--- config.mk ---
export PLATFORM = sky130hd
export DESIGN_NAME = spi_frame_sequencer
export DESIGN_NICKNAME = d
export VERILOG_FILES = /design/src/rtl/spi_ctrl_pkg.sv /design/src/rtl/spi_word_assembler.sv /design/src/rtl/spi_frame_sequencer.sv
export SDC_FILE = /design/constraint.sdc
export NUM_CORES = 1
export LEC_CHECK = 0
export BUFFER_PORTS_ARGS = -buffer_cell sky130_fd_sc_hd__buf_2
export CAP_MARGIN = 5
export CELL_PAD_IN_SITES_DETAIL_PLACEMENT = 1
export CELL_PAD_IN_SITES_GLOBAL_PLACEMENT = 2
export CORE_ASPECT_RATIO = 0.8
export CORE_MARGIN = 5
export CORE_UTILIZATION = 43
export DETAILED_ROUTE_END_ITERATION = 10
export HOLD_SLACK_MARGIN = 0.15
export PLACE_DENSITY_LB_ADDON = 0.15
export SLEW_MARGIN = 20
export SYNTH_ARGS = -nofsm -noshare
export SYNTH_HDL_FRONTEND = slang
export SYNTH_SLANG_ARGS = --single-unit
--- constraint.sdc ---
create_clock -name clock -period 4.5 [get_ports clock]
set_clock_uncertainty 0.15 [all_clocks]
set_input_delay 0.9 -clock clock [delete_from_list [all_inputs] [get_ports clock]]
set_output_delay 0.9 -clock clock [all_outputs]
set_load 0.01 [all_outputs]
--- src/rtl/spi_ctrl_pkg.sv ---
// Shared types and constants for the SPI command path.
// No logic; widths and field positions for the 32-bit command word.
// Opcode/address/data slice points are derived from the field widths.
package spi_ctrl_pkg;

    localparam int WORD_W   = 32;
    localparam int OPCODE_W = 4;
    localparam int ADDR_W   = 12;
    localparam int DATA_W   = WORD_W - OPCODE_W - ADDR_W;
    localparam int CNT_W    = 8;

    // Field slice points inside a command word (MSB positions)
    localparam int OPC_MSB  = WORD_W - 1;
    localparam int ADDR_MSB = WORD_W - OPCODE_W - 1;
    localparam int DATA_MSB = DATA_W - 1;

    localparam logic [OPCODE_W-1:0] OPC_NOP   = 4'h0;
    localparam logic [OPCODE_W-1:0] OPC_WRITE = 4'h1;
    localparam logic [OPCODE_W-1:0] OPC_READ  = 4'h2;

    typedef enum logic {
        IDLE = 1'b0,
        RECV = 1'b1
    } state_t;

endpackage

--- src/rtl/spi_word_assembler.sv ---
// Shifts synchronized MOSI bits MSB-first into words and flags incomplete frames.
// Latency: word_done/word are combinational on the final strobe; frame_err is registered (1 cycle).
// No backpressure: bits are always accepted while the frame is active.
module spi_word_assembler #(
    parameter int WORD_W = 32
) (
    input  logic              clock,
    input  logic              reset,
    input  logic              frame_active,
    input  logic              bit_strobe,
    input  logic              bit_value,
    input  logic              in_recv,
    output logic [WORD_W-1:0] word,
    output logic              word_done,
    output logic              frame_err
);

    localparam int BC_W = $clog2(WORD_W);
    localparam logic [BC_W-1:0] LAST_BIT = BC_W'(WORD_W - 1);

    logic [WORD_W-1:0] shift_reg;
    logic [BC_W-1:0]   bit_cnt;
    logic              take_bit;

    // A strobe only counts while chip select is active, even in the same cycle it drops
    assign take_bit  = frame_active & bit_strobe;
    assign word      = {shift_reg[WORD_W-2:0], bit_value};
    assign word_done = take_bit && (bit_cnt == LAST_BIT);

    // Shift register, bit counter and the short-frame pulse
    always_ff @(posedge clock or posedge reset) begin
        if (reset) begin
            shift_reg <= '0;
            bit_cnt   <= '0;
            frame_err <= 1'b0;
        end else begin
            frame_err <= in_recv && !frame_active && (bit_cnt != '0);
            if (!frame_active) begin
                // Partial word is abandoned; the next frame starts at bit 0
                bit_cnt <= '0;
            end else if (take_bit) begin
                shift_reg <= word;
                bit_cnt   <= (bit_cnt == LAST_BIT) ? '0 : bit_cnt + 1'b1;
            end
        end
    end

endmodule

--- src/rtl/spi_frame_sequencer.sv ---
// Frames SPI slave bits into command words and presents them on a valid/ready port.
// Latency: cmd_valid rises 1 clock after the final bit strobe of a word.
// Backpressure: one-entry hold; a word completing while held and not accepted is dropped and flagged.
module spi_frame_sequencer
    import spi_ctrl_pkg::*;
#(
    parameter int WORD_W   = spi_ctrl_pkg::WORD_W,
    parameter int OPCODE_W = spi_ctrl_pkg::OPCODE_W,
    parameter int ADDR_W   = spi_ctrl_pkg::ADDR_W,
    parameter int CNT_W    = spi_ctrl_pkg::CNT_W
) (
    input  logic                             clock,
    input  logic                             reset,
    input  logic                             frame_active,
    input  logic                             bit_strobe,
    input  logic                             bit_value,
    output logic                             cmd_valid,
    input  logic                             cmd_ready,
    output logic [OPCODE_W-1:0]              cmd_opcode,
    output logic [ADDR_W-1:0]                cmd_addr,
    output logic [WORD_W-OPCODE_W-ADDR_W-1:0] cmd_data,
    output logic                             frame_err,
    output logic                             overrun,
    input  logic                             overrun_clr,
    output logic [CNT_W-1:0]                 cmd_count
);

    localparam int D_W = WORD_W - OPCODE_W - ADDR_W;

    state_t            state;
    state_t            state_nxt;
    logic              in_recv;
    logic [WORD_W-1:0] word;
    logic              word_done;
    logic              word_live;
    logic              accept;
    logic              load;
    logic              drop;

    spi_word_assembler #(
        .WORD_W (WORD_W)
    ) u_asm (
        .clock        (clock),
        .reset        (reset),
        .frame_active (frame_active),
        .bit_strobe   (bit_strobe),
        .bit_value    (bit_value),
        .in_recv      (in_recv),
        .word         (word),
        .word_done    (word_done),
        .frame_err    (frame_err)
    );

    // FSM state register
    always_ff @(posedge clock or posedge reset) begin
        if (reset) begin
            state <= IDLE;
        end else begin
            state <= state_nxt;
        end
    end

    // FSM next state: a frame is entered on chip select and left when it drops
    always_comb begin
        state_nxt = state;
        case (state)
            IDLE:    if (frame_active)  state_nxt = RECV;
            RECV:    if (!frame_active) state_nxt = IDLE;
            default: state_nxt = IDLE;
        endcase
    end

    // FSM outputs
    always_comb begin
        in_recv = (state == RECV);
    end

    // NOP words vanish here; everything else either loads the hold register or is dropped
    assign word_live = word_done && (word[WORD_W-1 -: OPCODE_W] != OPCODE_W'(OPC_NOP));
    assign accept    = cmd_valid && cmd_ready;
    assign load      = word_live && (!cmd_valid || cmd_ready);
    assign drop      = word_live && cmd_valid && !cmd_ready;

    // Command hold register: payload only changes when empty or being consumed this cycle
    always_ff @(posedge clock or posedge reset) begin
        if (reset) begin
            cmd_valid  <= 1'b0;
            cmd_opcode <= '0;
            cmd_addr   <= '0;
            cmd_data   <= '0;
        end else begin
            if (load) begin
                cmd_valid  <= 1'b1;
                cmd_opcode <= word[WORD_W-1 -: OPCODE_W];
                cmd_addr   <= word[WORD_W-OPCODE_W-1 -: ADDR_W];
                cmd_data   <= word[D_W-1:0];
            end else if (accept) begin
                cmd_valid  <= 1'b0;
            end
        end
    end

    // Sticky overrun flag; a new drop beats a simultaneous clear
    always_ff @(posedge clock or posedge reset) begin
        if (reset) begin
            overrun <= 1'b0;
        end else if (drop) begin
            overrun <= 1'b1;
        end else if (overrun_clr) begin
            overrun <= 1'b0;
        end
    end

    // Saturating count of consumed commands
    always_ff @(posedge clock or posedge reset) begin
        if (reset) begin
            cmd_count <= '0;
        end else if (accept && (cmd_count != '1)) begin
            cmd_count <= cmd_count + 1'b1;
        end
    end

endmodule
# Yosys cells after proc, flatten, opt, wreduce, memory -nomap -nowiden
# Cells that the tools add are included.
# W data, S select, Z words.
# totals
regBits,80
latchBits,0
ram_bits,0
romBits,0
inputBits,7
out_inout_bits,43
wordCells,42
n_memories,0
# classes
n_addsub,2
multipliers,0
div_mod_pow,0
n_lt_le_gt_ge,0
n_eq_ne,3
shifts,0
muxes,8
bitwise_logic,1
n_reduce_logical,18
# op_table
operator,n
$mux W5,3
$logic_and A1 B1 Y1,9
$add A8 B1 Y8 const B,1
$ne A8 B8 Y1 const B,1
$add A5 B1 Y5 const B,1
$eq A5 B5 Y1 const B,1
$mux W1,5
$reduce_bool A5 Y1,1
$reduce_bool A2 Y1,2
$reduce_bool A4 Y1,1
$logic_not A1 Y1,3
$ne A2 B1 Y1 const B,1
$reduce_and A2 Y1,1
$and A1 B1 Y1,1
$logic_or A1 B1 Y1,1

# Depth between registers and ports, before layout
# logic_depth
depth_word,6
mapped_depth,6

# Cells and area by module
# A second synthesis with hierarchy kept.
# hier_totals
cells_unflattened,213
hier_area_um2,3347.0
# by_module_without_submodules
mod,n_inst,cells_per_inst,area_per_inst_um2,seq_area_each_um2
spi_frame_sequencer,1,114,1843.0,1076.0
spi_word_assembler,1,99,1503.9,925.9

# Worst setup path after synthesis
# No wires, ideal clock.
# synth_timing
kind,input to register
start,input port bit_strobe
end,register cmd_addr[0]
arrival_ns,1.966
required_time_ns,4.225
path_slack_ns,2.259
stages,6
cell_sequence,buf_4 -> and2_1 -> buf_2 -> nand4_4 -> buf_12 -> mux2_4
# synth_between
elab_chain_len,4
# synth_rtl
item,line,rtl
start: declaration,spi_frame_sequencer.sv:15,"input logic bit_strobe,"
$and A1 B1 Y1,spi_word_assembler.sv:26,assign take_bit = frame_active & bit_strobe;
$logic_and A1 B1 Y1,spi_word_assembler.sv:28,assign word_done = take_bit && (bit_cnt == LAST_BIT);
$logic_and A1 B1 Y1,spi_frame_sequencer.sv:79,assign word_live = word_done && (word[WORD_W-1 -: OPCODE_W] != OPCODE_W'(OPC_NOP));
$logic_and A1 B1 Y1,spi_frame_sequencer.sv:81,assign load = word_live && (!cmd_valid || cmd_ready);
end signal: assignment,spi_frame_sequencer.sv:95,cmd_addr <= word[WORD_W-OPCODE_W-1 -: ADDR_W];
end: declaration,spi_frame_sequencer.sv:20,"output logic [ADDR_W-1:0] cmd_addr,"
# No other way between the ends.
# A chain may end at the register's enable or synchronous reset.

# Final worst setup path
# layout_timing
start,register u_asm.bit_cnt[1]
end,register cmd_opcode[2]
# layout_between
elab_chain_len,4
# layout_rtl
item,line,rtl
start: declaration,spi_word_assembler.sv:22,logic [BC_W-1:0] bit_cnt;
start signal: assignment,spi_word_assembler.sv:43,bit_cnt <= (bit_cnt == LAST_BIT) ? '0 : bit_cnt + 1'b1;
$eq A5 B5 Y1,spi_word_assembler.sv:28,
$logic_and A1 B1 Y1,spi_word_assembler.sv:28,
$logic_and A1 B1 Y1,spi_frame_sequencer.sv:79,
$logic_and A1 B1 Y1,spi_frame_sequencer.sv:81,
end signal: assignment,spi_frame_sequencer.sv:94,cmd_opcode <= word[WORD_W-1 -: OPCODE_W];
end: declaration,spi_frame_sequencer.sv:19,"output logic [OPCODE_W-1:0] cmd_opcode,"
# No other way between the ends.

==> key figures <==
Outcome
  – Status: finished clean

Flow run
  – Max Cap Violations: 0

GRT
  – First-pass GRT wire length: 10.4 mm
  – Total Routing Usage GR: 0.143
  – Initial antenna violation count: 0
  – Vias in the first global route: 1977
  – Total congestion overflow: 0
  – Largest net degree at the start of global routing: between 50 and 60

STA
  – Fin. max-slew vios: 0
  – Max-Slew Margin vs Limit: 0.456
  – Unrepaired setup endpoints after global routing: false
  – Fmax: between 300 and 400 MHz
  – Final period util: 0.574
  – Hold slack: between 0.3 and 0.4 ns
  – Final min period: between 2 and 3 ns
  – Setup_tns: 0 ns
  – Count of final setup violators: 0
  – Hold violation total from the final report: 0
  – Slew @ Worst Pin: between 0.8 and 0.9 ns

Critical path
  – Top fanout value on the critical path: 32
  – CP most frequent cell: ha_1
  – Max incr delay on CP: between 0.6 and 0.7 ns
  – Crit. End Element: register
  – CP Class: register to register
  – R2R cell count: 5
  – Arrival time at the worst endpoint: about 2.7 ns
  – Startpoint types: register
  – Cell with the largest stage delay on the worst path: nand4_4
  – Worst endpoint required time: 4.57 ns
  – Worst path cell trace: ha_1 > and3_1 > ha_1 > nand4_4 > mux2_4

Power and ir drop
  – Power Total: 1.55 mW
  – Leakage power: about 2.1 nW
  – Worst ir drop on vdd: approximately 220 µV
  – Pwr/cell area: approximately 400 nW/µm²

Clocking
  – CTS tree: built
  – Hold buffers post-CTS: 0
  – # Post-CTS Setup Buffers: 0
  – CTS resizes: 0
  – Clock Root Buffer: clkbuf_8
  – Num CTS Buffers: 9
  – Longest Clk Path Bufs: 2
  – Clock Sinks: 80
  – Clk Latency, worst-skew pair: between 0.3 and 0.4 ns
  – CTS clk-pin slew, worst paths: approximately 0.080 ns
  – H-tree Lvls: 3

Floorplan
  – Initial Utilization: 0.448
  – Die width: 109 µm
  – DIE HEIGHT: between 80 and 90 µm
  – Die Footprint: just under 10000 µm²
  – Cell Rows: 28
  – Total core area: between 7000 and 8000 µm²
  – I/O pin total: 50

Routing
  – Post-route ant nets: 0
  – Wl on met1: around 3.1 mm
  – Routed wl met2: around 2.8 mm
  – Wire per inst: 16.3 µm
  – Top routing layer in use: met4
  – DRC viols: 0
  – Initial drt markers: 48
  – Vias/cell: approximately 5.0
  – Via count: between 1500 and 2000
  – Initial DRT Pass Iterations: 4
  – DR WL met3: ~270 µm
  – Total wire length: 6.25 mm

Place
  – Placer Congestion: 0.771
  – Dpl cells: approximately 370
  – PortBufs: about 50
  – Post-DP HPWL: roughly 4.3 mm

Logic synthesis
  – Sequential fraction of the synthesis area: 0.594
  – Synth cell types: 33
  – Avg Cell Area, Syn: between 15 and 20 µm²
  – Warnings from Yosys: 0
  – Yosys reg bits: 80
  – Synth Instances: 219
  – Netlist Area Pre-Place: around 3400 µm²
  – Net count after synthesis: 230

Cells and area
  – Final non-filler cell total: about 380
  – Nets: 284
  – # diodes: 0
  – Final Util: 0.519
  – Layout cells sized above 1: 0.478
  – P&R area growth vs syn: 16.0%
  – Max reg flops: 31

Worst hold path
  – Min-delay worst type: register to register
  – Hold path depth: 1
==> final timing paths <==
| check | from | to | slack, ns |
|---|---|---|---|
| worst max-delay path | u_asm.bit_cnt[1] | cmd_opcode[2] | 1.92 |
| worst min-delay path | cmd_addr[3] | cmd_addr[3] | 0.36 |
| worst min register to register | cmd_addr[3] | cmd_addr[3] | 0.36 |
| max in group asynchronous | reset | u_asm.bit_cnt[0] | 2.88 |
| worst max register to register | u_asm.bit_cnt[1] | cmd_opcode[2] | 1.92 |
| min in group asynchronous | reset | cmd_count[6] | 0.50 |
==> Yosys cell counts (all sizes together) <==
cell	count	area share
nor4b	1	0.0026
buf	7	0.024
a31oi	4	0.0074
nor2b	3	0.0056
nor3b	1	0.0022
and3	3	0.0056
xor2	1	0.0026
a41oi	2	0.0052
nor3	2	0.0030
nand3	4	0.0059
o21ai	2	0.0030
mux2i	4	0.012
nor4bb	1	0.0030
nand2	6	0.0067
nor2	3	0.0033
and2	2	0.0037
dfrtp	80	0.59
or3	1	0.0019
a21oi	5	0.0074
nand4	3	0.010
o22ai	1	0.0019
a21boi	1	0.0022
or4	1	0.0033
ha	4	0.015
and4	2	0.0052
inv	7	0.0078
nand2b	2	0.0037
mux2	65	0.25
clkbuf	1	0.0011
==> where the power goes <==
part	switching [mW]	internal (mW)
Combinational	0.0414	0.0631
Clock	0.245	0.359
Sequential	0.0528	0.786
Total	0.339	1.21
==> through the flow <==
stage | setup slack [ns] | area [µm²]
global route | 1.76 | 3910
CTS | 1.88 | 3910
finish | 1.92 | 3910
global placement | 1.60 | 3680
floorplan | 1.40 | 3370
detailed placement | 1.55 | 3680
==> cell usage in the layout, fill, tap and decap left out, drive strengths merged <==
cell type   n
mux2i       4
o22ai       1
ha          4
a31oi       4
inv         7
a41oi       2
and3        3
bufinv      2
nor2        3
nor3        2
dfrtp      80
a21boi      1
nand3       4
nand2       6
nor4bb      1
mux2       65
and4        2
or4         1
o21ai       2
a21oi       5
clkbuf     14
nor4b       1
xor2        1
nor2b       3
nor3b       1
nand2b      2
or3         1
nand4       3
buf        51
and2        2
==> cell families after synthesis <==
| family | Yosys count | synth area share |
|---|---|---|
| fa+ha+maj | 4 | 0.0148 |
| xor+xnor | 1 | 0.00260 |
| compound gates | 15 | 0.0271 |
| flops | 80 | 0.594 |
| mux | 69 | 0.262 |
| simple gates | 35 | 0.0657 |
| buf+inv | 15 | 0.0334 |
==> cell type report <==
cell class              instances  area, µm²
multi-input cells             124       1260
fillers                       756       3620
well taps                     105        131
clock buffers                  14        173
flip-flops and latches         80       2000
inverters                       7       28.8
clock inverters                 2       60.1
repair buffers                 51        260
==> worst max-delay path, delay by kind of cell, from the launching register on <==
family | cells | cell delay [ns]
simple gates | 2 | 0.83
flops | 1 | 0.42
fa+ha+maj | 2 | 0.50
mux | 1 | 0.54
==> metal layers <==
layer,global-route usage,up-vias
li1,-,890
met5,0,-
met1,0.200,970
met4,0.0550,0
met2,0.208,35
met3,0.0448,7
Power figures use the tool's default switching activity.
